**src/rtl/nibble_register_loader.sv**
```systemverilog
`timescale 1ns/1ps
`default_nettype none
// ============================================================================
// Module   : nibble_register_loader
// Purpose  : Write-side driver for a bank of active-low-latched registers that
//            share one data bus. A packed word and a per-register write mask
//            are accepted over valid/ready; each enabled nibble is presented on
//            B (optionally with setup cycles) and its latch strobe is pulsed
//            low for exactly one cycle, in ascending register order.
// Ports    : clk       - rising-edge clock
//            rst_b     - asynchronous active-low reset
//            in_valid  - request holds a word to load
//            in_ready  - loader idle, can accept a request
//            in_word   - packed data, nibble i at [i*DATA_W +: DATA_W]
//            in_mask   - bit i set = load register i
//            B         - shared register data bus (registered)
//            latch_b   - active-low per-register load strobes (registered)
//            busy      - high in every state except IDLE
//            done      - single-cycle pulse after the last strobe
// Revision : 1.0 - initial release
// ============================================================================
module nibble_register_loader #(
    parameter int NUM_REGS     = 4,
    parameter int DATA_W       = 4,
    parameter int SETUP_CYCLES = 1
) (
    input  logic                         clk,
    input  logic                         rst_b,
    input  logic                         in_valid,
    output logic                         in_ready,
    input  logic [NUM_REGS*DATA_W-1:0]   in_word,
    input  logic [NUM_REGS-1:0]          in_mask,
    output logic [DATA_W-1:0]            B,
    output logic [NUM_REGS-1:0]          latch_b,
    output logic                         busy,
    output logic                         done
);

    localparam int         IDX_W    = (NUM_REGS > 1) ? $clog2(NUM_REGS) : 1;
    // Counter preload: SETUP lasts CNT_LOAD+1 cycles.
    localparam logic [1:0] CNT_LOAD = (SETUP_CYCLES > 0) ? 2'(SETUP_CYCLES - 1) : 2'd0;

    typedef enum logic [1:0] {
        S_IDLE   = 2'd0,
        S_SETUP  = 2'd1,
        S_STROBE = 2'd2,
        S_DONE   = 2'd3
    } state_t;

    state_t                       state_q;
    logic [NUM_REGS*DATA_W-1:0]   word_q;
    logic [NUM_REGS-1:0]          mask_q;     // bits still to be served
    logic [IDX_W-1:0]             idx_q;
    logic [1:0]                   cnt_q;
    logic [DATA_W-1:0]            bus_q;
    logic [NUM_REGS-1:0]          latch_q;
    logic                         busy_q;
    logic                         done_q;
    logic                         ready_q;

    logic [NUM_REGS-1:0]          rem_mask_d;
    logic [IDX_W-1:0]             next_idx_d;
    logic [IDX_W-1:0]             first_idx_d;

    // Lowest set bit wins: scanning downward lets the lowest index overwrite.
    function automatic logic [IDX_W-1:0] lowest_set(input logic [NUM_REGS-1:0] m);
        lowest_set = '0;
        for (int i = NUM_REGS - 1; i >= 0; i--) begin
            if (m[i]) lowest_set = IDX_W'(i);
        end
    endfunction

    function automatic logic [NUM_REGS-1:0] onehot(input logic [IDX_W-1:0] i);
        onehot    = '0;
        onehot[i] = 1'b1;
    endfunction

    function automatic logic [DATA_W-1:0] nibble(input logic [NUM_REGS*DATA_W-1:0] w,
                                                 input logic [IDX_W-1:0]           i);
        nibble = w[i*DATA_W +: DATA_W];
    endfunction

    always_comb begin
        rem_mask_d  = mask_q & ~onehot(idx_q);
        next_idx_d  = lowest_set(rem_mask_d);
        first_idx_d = lowest_set(in_mask);
    end

    always_ff @(posedge clk or negedge rst_b) begin
        if (!rst_b) begin
            state_q <= S_IDLE;
            word_q  <= '0;
            mask_q  <= '0;
            idx_q   <= '0;
            cnt_q   <= '0;
            bus_q   <= '0;
            latch_q <= '1;
            busy_q  <= 1'b0;
            done_q  <= 1'b0;
            ready_q <= 1'b1;
        end else begin
            done_q <= 1'b0;
            case (state_q)
                S_IDLE: begin
                    if (in_valid && ready_q) begin
                        word_q  <= in_word;
                        mask_q  <= in_mask;
                        busy_q  <= 1'b1;
                        ready_q <= 1'b0;
                        if (in_mask == '0) begin
                            state_q <= S_DONE;
                            done_q  <= 1'b1;
                        end else begin
                            idx_q <= first_idx_d;
                            // Bus is driven straight from the input because
                            // word_q only holds the word after this edge.
                            bus_q <= nibble(in_word, first_idx_d);
                            if (SETUP_CYCLES == 0) begin
                                state_q <= S_STROBE;
                                latch_q <= ~onehot(first_idx_d);
                            end else begin
                                state_q <= S_SETUP;
                                cnt_q   <= CNT_LOAD;
                            end
                        end
                    end
                end
                S_SETUP: begin
                    if (cnt_q == 2'd0) begin
                        state_q <= S_STROBE;
                        latch_q <= ~onehot(idx_q);
                    end else begin
                        cnt_q <= cnt_q - 2'd1;
                    end
                end
                S_STROBE: begin
                    // Strobe release and bus update share this edge, so the
                    // register captures the held nibble before B can move.
                    latch_q <= '1;
                    mask_q  <= rem_mask_d;
                    if (rem_mask_d == '0) begin
                        state_q <= S_DONE;
                        done_q  <= 1'b1;
                    end else begin
                        idx_q <= next_idx_d;
                        bus_q <= nibble(word_q, next_idx_d);
                        if (SETUP_CYCLES == 0) begin
                            latch_q <= ~onehot(next_idx_d);
                        end else begin
                            state_q <= S_SETUP;
                            cnt_q   <= CNT_LOAD;
                        end
                    end
                end
                S_DONE: begin
                    state_q <= S_IDLE;
                    busy_q  <= 1'b0;
                    ready_q <= 1'b1;
                end
                default: begin
                    state_q <= S_IDLE;
                    latch_q <= '1;
                    busy_q  <= 1'b0;
                    ready_q <= 1'b1;
                end
            endcase
        end
    end

    assign in_ready = ready_q;
    assign B        = bus_q;
    assign latch_b  = latch_q;
    assign busy     = busy_q;
    assign done     = done_q;

endmodule
`default_nettype wire

```
**config.mk**
```make
export PLATFORM = sky130hd
export DESIGN_NAME = nibble_register_loader
export DESIGN_NICKNAME = d
export VERILOG_FILES = /design/src/rtl/nibble_register_loader.sv
export SDC_FILE = /design/constraint.sdc
export NUM_CORES = 1
export LEC_CHECK = 0
export BUFFER_PORTS_ARGS = -buffer_cell sky130_fd_sc_hd__buf_2
export CAP_MARGIN = 10
export CORE_MARGIN = 4
export CORE_UTILIZATION = 30
export DETAILED_ROUTE_END_ITERATION = 8
export PLACE_DENSITY = 0.49
export SKIP_CTS_REPAIR_TIMING = 1
export SYNTH_ARGS = -nofsm -noshare
export SYNTH_HDL_FRONTEND = slang
export SYNTH_SLANG_ARGS = --single-unit
```
**constraint.sdc**
```tcl
create_clock -name clk -period 5.19 [get_ports clk]
set_input_delay 1.557 -clock clk [delete_from_list [all_inputs] [get_ports clk]]
set_output_delay 1.557 -clock clk [all_outputs]
set_load 0.02 [all_outputs]
```
# Word-level counts from Yosys, hierarchy flattened
# Cells that the tools add are included.
dict set report word_totals {
  register_bits 37
  ram_bits 0
  rom_bits 0
  word_cells 82
  in_bits 23
  latch_bits 0
  output_inout_bits 11
  mem_count 0
}
dict set report op_classes {
  shifts 2
  n_eq_ne 8
  add_sub_neg 1
  n_mux 40
  reduce_logical 17
  bitwise 2
  n_div 0
  order_cmp 2
  mul 0
}
# operator count
set op_table {}
lappend op_table {{$mux 2} 19}
lappend op_table {{$shiftx 16x5->4} 2}
lappend op_table {{$pmux 4 s2} 3}
lappend op_table {{$mux 4} 5}
lappend op_table {{$ne 2x2->1 const B} 5}
lappend op_table {{$reduce_and 2->1} 5}
lappend op_table {{$logic_not 4->1} 2}
lappend op_table {{$pmux 2 s4} 1}
lappend op_table {{$mux 1} 6}
lappend op_table {{$pmux 1 s2} 3}
lappend op_table {{$pmux 2 s3} 1}
lappend op_table {{$reduce_bool 2->1} 3}
lappend op_table {{$reduce_and 5->1} 1}
lappend op_table {{$and 4x4->4} 1}
lappend op_table {{$eq 2x2->1 const B} 2}
lappend op_table {{$logic_not 2->1} 2}
lappend op_table {{$not 4->4} 1}
lappend op_table {{$pmux 2 s2} 1}
lappend op_table {{$reduce_and 4->1} 1}
lappend op_table {{$lt 2x3->1 const B} 1}
lappend op_table {{$reduce_bool 3->1} 1}
lappend op_table {{$demux 1 s2} 1}
lappend op_table {{$eq 2x1->1 const B} 1}
lappend op_table {{$ge 2x1->1 const B} 1}
lappend op_table {{other kinds (2)} 3}

# Longest topological paths before layout
dict set report depth {
  ltp_word 13
  depth_mapped 8
  mapped_depth_nobuf 5
}

# Worst setup path after synthesis
# Ideal clock, no wire load.
dict set report synth_path {
  kind {in2reg}
  startpoint {input in_mask[0]}
  endpoint {register idx_q[0]}
  setup_time_ns 0.125
  t_arrival_ns 2.905
  t_required_ns 5.065
  cell_stages 6
  path_slack_ns 2.161
  path_cell_list {or2_1 -> buf_6 -> nor4_2 -> or3_1 -> buf_6 -> mux2_2}
}
dict set report synth_via {
  elab_chain_len 4
  elab_cells_between_ends 7
}
# item line
set synth_rtl {}
lappend synth_rtl {{start: declaration} 32} ;# input logic [NUM_REGS-1:0] in_mask,
lappend synth_rtl {{$mux 2} 69} ;# if (m[i]) lowest_set = IDX_W'(i);
lappend synth_rtl {{$mux 2} 110} ;# if (in_mask == '0) begin
lappend synth_rtl {{$mux 2} 105} ;# if (in_valid && ready_q) begin
lappend synth_rtl {{$pmux 2 s2} 103} ;# case (state_q)
lappend synth_rtl {{end signal: assignment} 114} ;# idx_q <= first_idx_d;
lappend synth_rtl {{end signal: assignment} 145} ;# idx_q <= next_idx_d;
lappend synth_rtl {{end: declaration} 53} ;# logic [IDX_W-1:0] idx_q;
# Parallel ways exist; a longest one is shown, timed or not. The select of a mux whose other input is x is not followed.
# A chain may end at the register's enable or synchronous reset.

# Final worst setup path
# Ends and elaborated chain as after synthesis.

==> impl_metrics.env <==
export IMPL_critical_path_startpoint_type="primary input"
export IMPL_core_sq_mm=0.00683
export IMPL_netlist_top_cell_by_area="dfrtp_1"
export IMPL_drt_initial_drc_count=97
export IMPL_totalWireLength_mm=5.21
export IMPL_routedWlPerCell_microns=15.9
export IMPL_drv_cap=0
export IMPL_netlist_area_leader_share_pct=37.6
export IMPL_p_leak_nw=1.03
export IMPL_pin_count=34
export IMPL_timing_critical_path_fanout_max=8
export IMPL_layout_core_utilization_pct=35.4
export IMPL_first_pass_iters=4
export IMPL_number_of_warnings_reported_in_the_yosys_synthesis_log=0
export IMPL_max_stage_delay_ns=0.52
export IMPL_antenna_found_initial=0
export IMPL_synth_avg_cell_area_sq_um=10.5
export IMPL_crit_arrival_ns=3.27
export IMPL_syn_cell_area_sq_mm=0.00213
export IMPL_layout_drive_gt1_share_pct=32.8
export IMPL_power_density_cell_area_mw_per_mm2=551
export IMPL_kind_of_path_behind_the_tightest_hold_check="flip-flop to flip-flop"
export IMPL_area_growth_synth_to_final_pct=13.8
export IMPL_fmax_mhz=323
export IMPL_synth_seq_area_share_pct=43.8
export IMPL_clock_path_buffers=2
export IMPL_std_cell_rows=30
export IMPL_distinct_cells_synth=49
export IMPL_synth_cells=202
export IMPL_place_congestion=0.792
export IMPL_floorplan_die_area_sq_mm=0.00850
export IMPL_wire_length_of_the_first_global_routing_pass_mm=8.78
export IMPL_min_period_ns=3.10
export IMPL_synthesized_netlist_net_count=226
export IMPL_final_setup_skew_ns=0.00349
export IMPL_maxSlewViolCount=0
export IMPL_antenna_left=0
export IMPL_async_set_or_reset_register_ratio_after_synthesis_pct=100
export IMPL_layout_nets=255
export IMPL_fin_ws_ns=2.09
export IMPL_portBuffers=33
export IMPL_yosys_most_used_dff="dfrtp_1"
export IMPL_final_area_sq_mm=0.00242
export IMPL_most_frequent_cell_after_synthesis="dfrtp_1"
export IMPL_fin_crit_sh_pct=59.7
export IMPL_timing_critical_path_to_type="flip-flop"
export IMPL_cts_clock_pin_slew_for_the_worst_setup_and_hold_paths_ns=0.07
export IMPL_worstSetupPathType="primary input to flip-flop"
export IMPL_critical_path_cell_chain="buf_2, or2_1, nor4_2, or3_1, mux2_2"
export IMPL_fp_dieH_microns=92.2
export IMPL_worstPathRequired_ns=5.36
export IMPL_floorplan_initialDensity_pct=31.1
export IMPL_tritoncts="done"
export IMPL_pre_cts_slack_ns=1.78
export IMPL_slew_headroom_pct=43.1
export IMPL_clk_insertion_delay_late_ns=0.29
export IMPL_detail_route_drc_violations=0
export IMPL_finalSetupTns_ns=0
export IMPL_cp_top_family="simple AND/OR/NAND/NOR gates"
export IMPL_peakVddDrop_uv=222
export IMPL_report_final_setup_viol=0
export IMPL_first_global_vias=1665
export IMPL_numCtsBuffers=5
export IMPL_timing_critical_path_slowest_stage_cell="nor4_2"
export IMPL_critPathBufInv=1
export IMPL_cts_max_level=2
export IMPL_num_vias=1635
export IMPL_overflow=0
export IMPL_postSynthRegisterBits=37
export IMPL_placement_stage_cell_area_sq_mm=0.00233
export IMPL_synth_top_cells_by_count="32 x dfrtp_1, 17 x mux2_2, 17 x o21ai_0"
export IMPL_synth_edf_count=0
export IMPL_leading_cell_types_by_total_area_after_synthesis="dfrtp_1 38%, mux2_2 9.0%, dfstp_2 6.2%"
export IMPL_grt_start_max_net_pins=38
export IMPL_die_width_microns=92.2
export IMPL_cts_sinks=37
export IMPL_drt_vias_per_instance=4.98
export IMPL_track_usage_pct=13.2
export IMPL_grt_setup_unrepaired="false"
export IMPL_run_status="completed"
export IMPL_n_antenna_cell=0
export IMPL_cts_root_buf="clkbuf_8"
export IMPL_count_of_endpoints_failing_hold_in_the_final_timing_report=0
export IMPL_dp_final_hpwl_mm=3.92
export IMPL_max_slew_worst_pin_slew_ns=0.854
cell type report:
class,count,area [sq um]
clock buffers,8,90.1
multi-input cells,145,1080
flip-flops and latches,37,932
repair buffers,34,173
inverters,8,30.0
well taps,96,120
fillers,746,4410
sequential cells by signal (all words and copies together) (netlist names):
name and flops:
word_q 16, B 4, latch_b 4, mask_q 4, cnt_q 2, idx_q 2
state_q 2, busy 1, done 1, in_ready 1
cell families (layout without fill, tap and decap cells):
logic type               Yosys count  in the layout  share of synthesized area [%]
multiplexers                      19             19                           10.0
flip-flops                        37             37                           43.8
buffers and inverters             20             50                           5.59
adder cells (fa/ha/maj)            1              1                          0.588
AND/OR/NAND/NOR                   53             53                           14.7
AO/OA/AOI/OAI                     72             72                           25.3
cell usage in the layout, fill, tap and decap left out, types with 2 or more instances in the layout:
cell type and n:
a211oi_1 3, a21o_1 3, a21oi_1 9, a22o_1 3, a22oi_1 5, buf_2 33, clkbuf_1 2, clkbuf_8 6
dfrtp_1 32, dfstp_2 5, inv_1 8, mux2_2 17, nand2_1 9, nand2b_1 8, nand3_1 2, nor2_1 9
nor2b_1 3, nor3_1 8, o211ai_1 4, o21ai_0 17, o21bai_1 2, o22a_1 7, o31ai_1 5, o32ai_1 2
o41ai_2 4, or2_2 3
worst reg2reg max path, cell delays in order (launching register included):
cell     delay, ns
dfrtp_1       0.70
a21oi_1       0.08
or2_2         0.42
or3_1         0.53
o41ai_2       0.42
metrics by stage:
stage          hold slack [ns]  cells  total power [W]
6_report                 0.482    328          0.00133
3_3_place_gp             0.460    320          0.00113
3_5_place_dp             0.465    320          0.00113
5_1_grt                  0.507    328          0.00145
4_1_cts                  0.482    328          0.00135
2_1_floorplan            0.474    202          0.00100
final timing paths:
| check | start | to | slack, ns | depth (start not counted) |
|---|---|---|---|---|
| setup / recovery | in_mask[0] | idx_q[0]$_DFFE_PN0P_ | 2.09 | 5 |
| hold / removal | busy$_DFFE_PN0P_ | busy$_DFFE_PN0P_ | 0.48 | 1 |
| setup reg to reg | state_q[1]$_DFFE_PN0P_ | B[1]$_DFFE_PN0P_ | 2.94 | 4 |
| hold reg to reg | busy$_DFFE_PN0P_ | busy$_DFFE_PN0P_ | 0.48 | 1 |
| max in group asynchronous | rst_b | word_q[14]$_DFFE_PN0P_ | 3.28 | 1 |
| min in group asynchronous | rst_b | mask_q[1]$_DFFE_PN0P_ | 1.38 | 1 |
where the power goes:
| group | switching [W] | internal, W | leakage (nW) |
|---|---|---|---|
| Combinational | 0.000312 | 0.000260 | 0.529 |
| Sequential | 0.000130 | 0.000423 | 0.452 |
| Clock | 0.000100 | 0.000108 | 0.0455 |
metal layers:
| layer | wire length [microns] | up-vias | global-route usage (%) |
|---|---|---|---|
| li1 | - | 812 | - |
| met5 | 0 | - | 0 |
| met1 | 2520 | 786 | 18.7 |
| met4 | 65 | 0 | 4.08 |
| met3 | 215 | 6 | 2.54 |
| met2 | 2410 | 31 | 20.4 |
Note: power is estimated with default switching activity, not from simulation.
